**src/rtl/a4092_spi_pkg.sv**
```systemverilog
// Shared types and constants for the A4092 SPI boot-ROM reader.
package a4092_spi_pkg;

  typedef enum logic [2:0] {
    ST_IDLE,
    ST_CMD,
    ST_ADDR,
    ST_DATA,
    ST_HOLD,
    ST_STREAM,
    ST_DESELECT
  } state_e;

  localparam logic [7:0]  READ_OPCODE = 8'h03;
  localparam int unsigned CMD_BITS    = 8;
  localparam int unsigned ADDR_BITS   = 24;
  localparam int unsigned DATA_BITS   = 32;
  localparam int unsigned NBITS_W     = 6;

endpackage

```
**src/rtl/spi_shift_engine.sv**
```systemverilog
// Mode-0 SPI bit engine: SCK divider, bit counter, MOSI shifter, MISO capture.
// A start on the cycle that done_c_o is high chains the next field with no gap.
module spi_shift_engine
  import a4092_spi_pkg::*;
#(
  parameter int unsigned SCK_DIV = 1
) (
  input  logic               CLK_50M,
  input  logic               IORST_n,
  input  logic               start_i,
  input  logic               abort_i,
  input  logic [NBITS_W-1:0] nbits_i,
  input  logic [31:0]        tx_i,
  input  logic               miso_i,
  output logic               sck_o,
  output logic               mosi_o,
  output logic               active_o,
  output logic               done_c_o,
  output logic               stop_c_o,
  output logic [31:0]        rx_o
);

  localparam int unsigned      DIV_W      = 4;
  localparam logic [DIV_W-1:0] DIV_RELOAD = DIV_W'(SCK_DIV - 1);

  logic               active_q, active_d;
  logic               sck_q, sck_d;
  logic               mosi_q, mosi_d;
  logic [DIV_W-1:0]   div_q, div_d;
  logic [NBITS_W-1:0] cnt_q, cnt_d;
  logic [31:0]        sr_q, sr_d;
  logic [31:0]        rx_q, rx_d;
  logic               tick;

  // Half-period timing, shifting and abort handling.
  always_comb begin
    active_d = active_q;
    sck_d    = sck_q;
    mosi_d   = mosi_q;
    div_d    = div_q;
    cnt_d    = cnt_q;
    sr_d     = sr_q;
    rx_d     = rx_q;
    tick     = (div_q == '0);
    done_c_o = active_q & tick & sck_q & (cnt_q == NBITS_W'(1)) & ~abort_i;
    stop_c_o = abort_i & (~active_q | ~sck_q | tick);
    if (abort_i) begin
      // Let a high SCK phase finish before stopping with SCK low.
      if (stop_c_o) begin
        active_d = 1'b0;
        sck_d    = 1'b0;
        mosi_d   = 1'b0;
      end else begin
        div_d = div_q - DIV_W'(1);
      end
    end else if (start_i) begin
      active_d = 1'b1;
      sck_d    = 1'b0;
      div_d    = DIV_RELOAD;
      cnt_d    = nbits_i;
      sr_d     = tx_i;
      mosi_d   = tx_i[31];
    end else if (active_q) begin
      if (tick) begin
        div_d = DIV_RELOAD;
        sck_d = ~sck_q;
        if (!sck_q) begin
          rx_d = {rx_q[30:0], miso_i};
        end else begin
          cnt_d  = cnt_q - NBITS_W'(1);
          sr_d   = {sr_q[30:0], 1'b0};
          mosi_d = sr_q[30];
          if (cnt_q == NBITS_W'(1)) begin
            active_d = 1'b0;
            mosi_d   = 1'b0;
          end
        end
      end else begin
        div_d = div_q - DIV_W'(1);
      end
    end
  end

  // Engine state registers.
  always_ff @(posedge CLK_50M or negedge IORST_n) begin
    if (!IORST_n) begin
      active_q <= 1'b0;
      sck_q    <= 1'b0;
      mosi_q   <= 1'b0;
      div_q    <= '0;
      cnt_q    <= '0;
      sr_q     <= '0;
      rx_q     <= '0;
    end else begin
      active_q <= active_d;
      sck_q    <= sck_d;
      mosi_q   <= mosi_d;
      div_q    <= div_d;
      cnt_q    <= cnt_d;
      sr_q     <= sr_d;
      rx_q     <= rx_d;
    end
  end

  assign sck_o    = sck_q;
  assign mosi_o   = mosi_q;
  assign active_o = active_q;
  assign rx_o     = rx_q;

endmodule

```
**src/rtl/spi_rom_reader.sv**
```systemverilog
// Zorro III boot-ROM longword reader over SPI flash, with sequential streaming.
module spi_rom_reader
  import a4092_spi_pkg::*;
#(
  parameter int unsigned SCK_DIV        = 1,
  parameter int unsigned CS_HIGH_MIN    = 3,
  parameter int unsigned STREAM_TIMEOUT = 64,
  parameter logic [7:0]  READ_CMD       = READ_OPCODE
) (
  input  logic        CLK_50M,
  input  logic        IORST_n,
  input  logic        req,
  input  logic [21:0] addr,
  output logic [31:0] rdata,
  output logic        ack,
  output logic        busy,
  output logic        SPI_CLK,
  output logic        SPI_MOSI,
  input  logic        SPI_MISO,
  output logic        SPI_CS_n
);

  localparam int unsigned TMR_W = 16;

  state_e             state_q, state_d;
  logic               ack_q, ack_d;
  logic [31:0]        rdata_q, rdata_d;
  logic [21:0]        last_addr_q, last_addr_d;
  logic               sv_q, sv_d;
  logic [TMR_W-1:0]   tmr_q, tmr_d;
  logic               cs_n_q, busy_q;
  logic               start_c, abort_c, hit_c;
  logic [NBITS_W-1:0] nbits_c;
  logic [31:0]        tx_c;
  logic               eng_active, eng_done, eng_stop;
  logic [31:0]        eng_rx;

  spi_shift_engine #(.SCK_DIV(SCK_DIV)) u_eng (
    .CLK_50M  (CLK_50M),
    .IORST_n  (IORST_n),
    .start_i  (start_c),
    .abort_i  (abort_c),
    .nbits_i  (nbits_c),
    .tx_i     (tx_c),
    .miso_i   (SPI_MISO),
    .sck_o    (SPI_CLK),
    .mosi_o   (SPI_MOSI),
    .active_o (eng_active),
    .done_c_o (eng_done),
    .stop_c_o (eng_stop),
    .rx_o     (eng_rx)
  );

  // Next-state, engine control and output updates.
  always_comb begin
    state_d     = state_q;
    ack_d       = ack_q;
    rdata_d     = rdata_q;
    last_addr_d = last_addr_q;
    sv_d        = sv_q;
    tmr_d       = tmr_q + TMR_W'(1);
    start_c     = 1'b0;
    abort_c     = 1'b0;
    nbits_c     = NBITS_W'(DATA_BITS);
    tx_c        = '0;
    hit_c       = sv_q & (last_addr_q != '1) & (addr == last_addr_q + 22'd1);
    case (state_q)
      ST_IDLE: begin
        tmr_d = '0;
        if (req) state_d = ST_CMD;
      end
      ST_CMD, ST_ADDR, ST_DATA: begin
        if (!req) begin
          abort_c = 1'b1;
          if (eng_stop) begin
            state_d = ST_DESELECT;
            sv_d    = 1'b0;
            tmr_d   = '0;
          end
        end else if (state_q == ST_CMD && !eng_active) begin
          start_c = 1'b1;
          nbits_c = NBITS_W'(CMD_BITS);
          tx_c    = {READ_CMD, 24'h000000};
        end else if (eng_done) begin
          if (state_q == ST_CMD) begin
            start_c = 1'b1;
            nbits_c = NBITS_W'(ADDR_BITS);
            tx_c    = {addr, 2'b00, 8'h00};
            state_d = ST_ADDR;
          end else if (state_q == ST_ADDR) begin
            start_c = 1'b1;
            state_d = ST_DATA;
          end else begin
            state_d     = ST_HOLD;
            last_addr_d = addr;
            sv_d        = 1'b1;
          end
        end
      end
      ST_HOLD: begin
        if (!ack_q) begin
          if (req) begin
            ack_d   = 1'b1;
            rdata_d = eng_rx;
          end else begin
            state_d = ST_DESELECT;
            sv_d    = 1'b0;
            tmr_d   = '0;
          end
        end else if (!req) begin
          ack_d   = 1'b0;
          state_d = ST_STREAM;
          tmr_d   = '0;
        end
      end
      ST_STREAM: begin
        if (req) begin
          if (hit_c) begin
            start_c = 1'b1;
            state_d = ST_DATA;
          end else begin
            state_d = ST_DESELECT;
            sv_d    = 1'b0;
            tmr_d   = '0;
          end
        end else if (tmr_q == TMR_W'(STREAM_TIMEOUT - 2)) begin
          // CS_n lags the state by one cycle, so it stays low STREAM_TIMEOUT cycles.
          state_d = ST_DESELECT;
          sv_d    = 1'b0;
          tmr_d   = '0;
        end
      end
      ST_DESELECT: begin
        if (tmr_q == TMR_W'(CS_HIGH_MIN - 1)) state_d = req ? ST_CMD : ST_IDLE;
      end
      default: state_d = ST_IDLE;
    endcase
  end

  // FSM and output registers; reset drops CS_n immediately.
  always_ff @(posedge CLK_50M or negedge IORST_n) begin
    if (!IORST_n) begin
      state_q     <= ST_IDLE;
      ack_q       <= 1'b0;
      rdata_q     <= '0;
      last_addr_q <= '0;
      sv_q        <= 1'b0;
      tmr_q       <= '0;
      cs_n_q      <= 1'b1;
      busy_q      <= 1'b0;
    end else begin
      state_q     <= state_d;
      ack_q       <= ack_d;
      rdata_q     <= rdata_d;
      last_addr_q <= last_addr_d;
      sv_q        <= sv_d;
      tmr_q       <= tmr_d;
      cs_n_q      <= ~(state_q inside {ST_CMD, ST_ADDR, ST_DATA, ST_HOLD, ST_STREAM});
      busy_q      <= (state_q != ST_IDLE);
    end
  end

  assign rdata    = rdata_q;
  assign ack      = ack_q;
  assign busy     = busy_q;
  assign SPI_CS_n = cs_n_q;

endmodule

```
**config.mk**
```make
export PLATFORM = sky130hd
export DESIGN_NAME = spi_rom_reader
export DESIGN_NICKNAME = d
export VERILOG_FILES = /design/src/rtl/a4092_spi_pkg.sv /design/src/rtl/spi_shift_engine.sv /design/src/rtl/spi_rom_reader.sv
export SDC_FILE = /design/constraint.sdc
export NUM_CORES = 1
export LEC_CHECK = 0
export BUFFER_PORTS_ARGS = -buffer_cell sky130_fd_sc_hd__buf_2
export CAP_MARGIN = 20
export CORE_UTILIZATION = 25
export DETAILED_ROUTE_END_ITERATION = 10
export GPL_TIMING_DRIVEN = 0
export MAX_ROUTING_LAYER = met4
export SLEW_MARGIN = 20
export SYNTH_ARGS = -nofsm -noshare
export SYNTH_HDL_FRONTEND = slang
export SYNTH_SLANG_ARGS = --single-unit
```
**constraint.sdc**
```tcl
create_clock -name CLK_50M -period 2.5 [get_ports CLK_50M]
set_input_delay 0.375 -clock CLK_50M [delete_from_list [all_inputs] [get_ports CLK_50M]]
set_output_delay 0.375 -clock CLK_50M [all_outputs]
set_load 0.03 [all_outputs]
```
==> impl_metrics.json, run 1 <==
{
  "grt_pass1_vias": 5416,
  "rows": 62,
  "cts_buffer_depth": 2,
  "dpl-instance-area_sq_um": 8293,
  "area_growth_pct": 25.08,
  "cts_tree": "built",
  "num_vias": 5450,
  "async_reset_ff_frac": 1.000,
  "nets": 787,
  "setup_tns_ns": -22.55,
  "die_y_microns": 174.5,
  "fin_crit_sh": 1.152,
  "yosysWarnings": 0,
  "slew-limit-headroom": 0.6120,
  "hold_ws_ns": 0.1882,
  "fin_crit_ns": 2.879,
  "synthFlopType": "dfrtp_1",
  "start_util": 0.2563,
  "cap_violations": 0,
  "dp_hpwl_microns": 11480,
  "track_usage": 0.1198,
  "final_common_cell": "dfrtp_1",
  "final_antenna_net_count": 0,
  "dpl_worst_slack_ns": -0.6563,
  "clk_pin_slew_ns": 0.07,
  "postLayoutCoreUtil": 0.3205,
  "die_area_sq_um": 30430,
  "grt_pass1_wl_microns": 28280,
  "worstSetupPathType": "reg -> reg",
  "pin_count": 63,
  "outcome": "complete, but fails checks",
  "gp_congestion": 0.8149,
  "drive_above_1_share": 0.3568,
  "core_sq_um": 29010,
  "rsz0062_at_grt": "true",
  "port_buffers": 62,
  "critPathArrivalTime_ns": 3.22,
  "wl_per_cell_microns": 14.69,
  "finalSetupViolations": 82,
  "drtPass1Iterations": 5,
  "syn_area_sq_um": 7435,
  "antenna_found_initial": 0,
  "finalClockSkew_ns": 0.01321,
  "synthCells": 650,
  "fp.dieW_microns": 174.5,
  "setup_ws_ns": -0.3794,
  "max_freq_mhz": 347.3,
  "synth_nets": 682,
  "endpoint_kind": "register",
  "required_ns": 2.84,
  "hold_path.class": "in -> reg",
  "num_antenna_cells": 0,
  "avgSynthCellArea_sq_um": 11.44,
  "clockRootBuffer": "clkbuf_16",
  "worstMarginPinSlew_ns": 0.5770,
  "hold_viol": 0,
  "cts.sinks": 143,
  "drc": 0,
  "wirelength_microns": 16920,
  "p_per_area_nw_per_um2": 918.0,
  "peakVddDrop_mv": 0.4563,
  "synth_cell_types": 77,
  "fin_area_sq_um": 9299,
  "cts_inserted_buffers": 17,
  "yosysSeqAreaShare": 0.4815,
  "drt-vias-per-instance": 4.731,
  "synth_seq_cells": 143,
  "slew_violations": 0,
  "synth-edff-count": 0,
  "layout_common_cells": "dfrtp_1, buf_2, nand2_1, mux2_2, nor2_1",
  "htreeDepth": 4,
  "clk_latency_ns": 0.43,
  "total_leakage_power_nw": 4.185,
  "initialDrtViolationCount": 322,
  "start_kind": "register",
  "grt_max_degree": 99,
  "cp_max_fo": 6,
  "violations": "negative setup slack",
  "grt_overflow": 0
}
==> worst max-delay path: stages, from the launching register on <==
cell and delay (ns):
dfrtp_1 0.39, ha_4 0.18, nand4_1 0.19, nor4_4 0.33
nor2_1 0.09, a2111oi_0 0.41, and2_2 0.30, nor4_4 0.08
buf_4 0.17, or3_2 0.45, a2bb2oi_1 0.17
==> state kept, by name (all words and copies together), names as in the netlist, 3 cells and up <==
name,count
state_q,3
u_eng.cnt_q,6
u_eng.rx_o,32
rdata,32
last_addr_q,22
tmr_q,16
u_eng.div_q,4
u_eng.sr_q,21
==> per-stage QoR <==
step                power [W]  std cells
floorplan            0.005056        650
CTS                  0.008614       1152
global placement     0.005633       1096
detailed placement   0.005692       1097
finish               0.008536       1152
global route         0.009024       1152
==> layout make-up <==
type	instances	area (sq um)
clock inverter	15	172.7
timing repair buffer	86	573.1
clock buffer	17	425.4
fill	2972	19710
sequential	143	3588
buffer	30	240.2
tap	384	480.5
inverter	20	75.07
multi-input combinational	457	3744
==> synth_stat cells, types with 18 or more instances <==
| master | instances | area, sq um |
|---|---|---|
| a21oi_1 | 20 | 100.1 |
| a2bb2oi_2 | 19 | 285.3 |
| dfrtp_1 | 142 | 3553 |
| inv_1 | 19 | 71.32 |
| mux2_2 | 53 | 596.8 |
| mux2_4 | 30 | 450.4 |
| nand2_1 | 54 | 202.7 |
| nand3_1 | 19 | 95.09 |
| nand4_1 | 18 | 112.6 |
| nor2_1 | 43 | 161.4 |
| o21ai_0 | 19 | 95.09 |
| o22ai_1 | 24 | 150.1 |
| xnor2_1 | 24 | 210.2 |
==> path summary, 6_finish.rpt <==
| kind | start | to | slack, ns | cells past startpoint |
|---|---|---|---|---|
| worst min-delay path | SPI_MISO | u_eng.rx_o[0] | 0.19 | 2 |
| min in group asynchronous | IORST_n | u_eng.sr_q[20] | 0.45 | 2 |
| max in group asynchronous | IORST_n | SPI_CS_n | 1.23 | 3 |
| worst max-delay path | last_addr_q[1] | u_eng.mosi_o | -0.38 | 10 |
| worst max register to register | last_addr_q[1] | u_eng.mosi_o | -0.38 | 10 |
| worst min register to register | rdata[18] | rdata[18] | 0.50 | 1 |
==> logic make-up after synthesis <==
kind of cell / synth area share
AOI/OAI and AO/OA: 0.1304
muxes: 0.1462
and+or+nand+nor: 0.1451
adders and majority gates: 0.01010
DFF: 0.4815
xor gates and xnor gates: 0.05150
buffers and inverters: 0.03517
==> timing repair <==
action                                 4_1_cts  5_1_grt
resized for setup                           49        3
hold buffers                                 1        0
setup endpoints to repair                  107       85
endpoints found under the hold margin       45        0
gates cloned                                 1        0
setup buffers                               21        0
pin swaps                                   15        3
==> power by group <==
group          leakage [nW]  total [W]  internal (W)  switching, W
Combinational          2.01    0.00286       0.00135       0.00151
Clock                 0.292    0.00258       0.00142       0.00116
Sequential             1.88    0.00310       0.00275      0.000349
==> metal layers <==
metal  share of wire  vias up  track usage
met5               0        -            -
met4           0.013        0      0.04094
met3           0.039       18      0.02187
met2            0.46      126       0.1768
met1            0.49     2713       0.1638
li1                -     2593            -
Power figures use the tool's default switching activity.
==> inputs of run 2 (changes only) <==
--- a/config.mk
+++ b/config.mk
@@ -5,6 +5,7 @@
 export SDC_FILE = /design/constraint.sdc
 export NUM_CORES = 1
 export LEC_CHECK = 0
+export ABC_AREA = 1
 export BUFFER_PORTS_ARGS = -buffer_cell sky130_fd_sc_hd__buf_2
 export CAP_MARGIN = 20
 export CORE_UTILIZATION = 25
==> impl_metrics.json, run 2 <==
{
  "yosysTopAreaCell": "dfrtp_1",
  "synth_seq_cells": 143,
  "grt_pass1_wl_microns": 30030,
  "finalSetupViolations": 54,
  "met1_usage": 0.1635,
  "rsz0062_at_grt": "true",
  "grt_use_met2": 0.1953,
  "fill_cells": 3018,
  "initialDrtViolationCount": 342,
  "grt_overflow": 0,
  "clk_pin_slew_ns": 0.06,
  "p_per_area_nw_per_um2": 924.7,
  "synthCells": 878,
  "place_inst": 1324,
  "drt-vias-per-instance": 4.410,
  "synth.most_common_cell": "nand2_1",
  "violations": "negative setup slack",
  "pin_count": 63,
  "drc": 0,
  "hold_path.class": "in -> reg",
  "clockRootBuffer": "clkbuf_16",
  "core_sq_um": 29010,
  "wl_per_cell_microns": 13.32,
  "synthFlopType": "dfrtp_1",
  "area_growth_pct": 29.80,
  "total_leakage_power_nw": 4.405,
  "internal_power_w": 0.005632,
  "fin_crit_ns": 2.598,
  "gp_congestion": 0.8806,
  "antenna_found_initial": 0,
  "seqPwrFrac": 0.341,
  "cp_max_fo": 8,
  "avgSynthCellArea_sq_um": 8.493,
  "switchingPower_w": 0.003318,
  "dpl_worst_slack_ns": -0.2350,
  "fin_cells": 1384,
  "pwr-share-comb": 0.363,
  "worstMarginPinSlew_ns": 0.5386,
  "setup_tns_ns": -3.427,
  "cts_tree": "built",
  "wirelength_microns": 18430,
  "synth_nets": 910,
  "cap_violations": 0,
  "async_reset_ff_frac": 1.000,
  "netlist.area_leader.share": 0.4765,
  "rows": 62,
  "setup_ws_ns": -0.09820,
  "port_buffers": 61,
  "slew-limit-headroom": 0.6409,
  "track_usage": 0.1263,
  "critPathArrivalTime_ns": 2.95,
  "yosys-top-cells-area": "dfrtp_1, nand2_1, inv_1",
  "required_ns": 2.85,
  "synth_cell_types": 50,
  "cts.sinks": 143,
  "cts_buffer_depth": 2,
  "layout_common_cells": "nand2_1, dfrtp_1, inv_1, nor2_1, buf_2",
  "met3_usage": 0.02785,
  "busiest_layer": "met2",
  "regArea_sq_um": 3581,
  "max_freq_mhz": 384.9,
  "die_area_sq_um": 30520,
  "start_util": 0.2570,
  "yosysWarnings": 0,
  "htreeDepth": 4,
  "peakVddDrop_mv": 0.4748,
  "num_antenna_cells": 0,
  "final_common_cell": "nand2_1",
  "switching_share": 0.3707,
  "multiInputGateArea_sq_um": 3642,
  "drtPass1Iterations": 5,
  "hold_viol": 0,
  "cts_inserted_buffers": 17,
  "outcome": "complete, but fails checks",
  "syn_area_sq_um": 7457,
  "die_y_microns": 174.7,
  "drive_above_1_share": 0.2990,
  "final_antenna_net_count": 0,
  "endpoint_kind": "register",
  "fp.dieW_microns": 174.7,
  "finalClockSkew_ns": 0.01058,
  "fin_crit_sh": 1.039,
  "yosysSeqAreaShare": 0.4800,
  "slew_violations": 0,
  "dp_hpwl_microns": 12600,
  "synth_top_cells_by_count": "nand2_1, dfrtp_1, inv_1",
  "grt_max_degree": 73,
  "clk_latency_ns": 0.42,
  "clock_power_share": 0.295,
  "worstSetupPathType": "reg -> reg",
  "start_kind": "register",
  "nets": 1019,
  "num_vias": 6104,
  "grt_pass1_vias": 5954,
  "synth-edff-count": 0
}
==> run 2: cell types whose count changed after synthesis, moves of 30 or more <==
cell     delta
inv_1      +85
o21ai_0    +36
nor2_1     +39
mux2_2     -38
nand2_1   +131
mux2_4     -30
o21ai_2    +32
nand2_2    +35
==> run 2: cells by family after synthesis <==
group | share of synthesized area
and+or+nand+nor | 0.2446
DFF | 0.4800
buffers and inverters | 0.08104
xor gates and xnor gates | 0.03289
adders and majority gates | 0.01007
AOI/OAI and AO/OA | 0.1273
muxes | 0.02399
==> run 2: power by group through the flow <==
stage | clock (W) | sequential (W) | combinational (W)
2_1_floorplan | 0 | 0.00315 | 0.00178
3_3_place_gp | 0 | 0.00308 | 0.00248
3_5_place_dp | 0 | 0.00308 | 0.00253
4_1_cts | 0.00270 | 0.00305 | 0.00286
5_1_grt | 0.00280 | 0.00311 | 0.00361
6_report | 0.00264 | 0.00306 | 0.00325
==> run 2: worst paths after layout <==
path	startpoint	end	slack [ns]	cells past startpoint
setup / recovery	u_eng.div_q[0]	u_eng.rx_o[22]	-0.1	16
hold / removal	SPI_MISO	u_eng.rx_o[0]	0.21	3
setup reg to reg	u_eng.div_q[0]	u_eng.rx_o[22]	-0.1	16
hold reg to reg	rdata[2]	rdata[2]	0.48	2
max in group asynchronous	IORST_n	last_addr_q[2]	1.22	3
min in group asynchronous	IORST_n	rdata[7]	0.51	2
==> run 2: worst max-delay path: stages, from the launching register on <==
cell and delay (ns):
dfrtp_1 0.39, inv_1 0.08, ha_1 0.23, nand2_4 0.12, nor3_4 0.18, nand2_2 0.13
nor2_1 0.16, nand2_1 0.11, a211oi_4 0.39, nand2_8 0.11, nand2_4 0.10, inv_6 0.04
nand3_4 0.09, buf_12 0.15, clkbuf_16 0.16, nand2_2 0.05, o21ai_2 0.04
==> run 2: layout make-up <==
cell class	instances	share of cell area
multi-input combinational	599	0.3763
sequential	143	0.3700
timing repair buffer	90	0.07200
tap	384	0.04964
clock buffer	18	0.04434
inverter	110	0.04343
buffer	26	0.02572
clock inverter	14	0.01861
==> run 2: metrics by stage <==
step	hold WS, ns	total power, W	util	cell area (sq um)
2_1_floorplan	0.07941	0.004936	-	7457
3_3_place_gp	0.4588	0.005560	0.2841	8243
3_5_place_dp	0.3851	0.005618	0.2854	8280
4_1_cts	0.1954	0.008601	0.3188	9249
5_1_grt	0.2002	0.009525	0.3336	9679
6_report	0.2133	0.008950	0.3336	9679
==> run 2: per-layer routing <==
layer	part of all wire	up-vias
li1	-	3065
met1	0.47	2900
met2	0.47	119
met3	0.049	20
met4	0.015	0
met5	0	-
==> run 2: what timing repair did <==
action | 4_1_cts | 5_1_grt
endpoints found under the hold margin | 70 | 0
resized for setup | 37 | 93
hold buffers | 1 | 0
setup endpoints to repair | 84 | 99
buffers inserted | 14 | 8
gates cloned | 3 | 4
pin swaps | 9 | 25
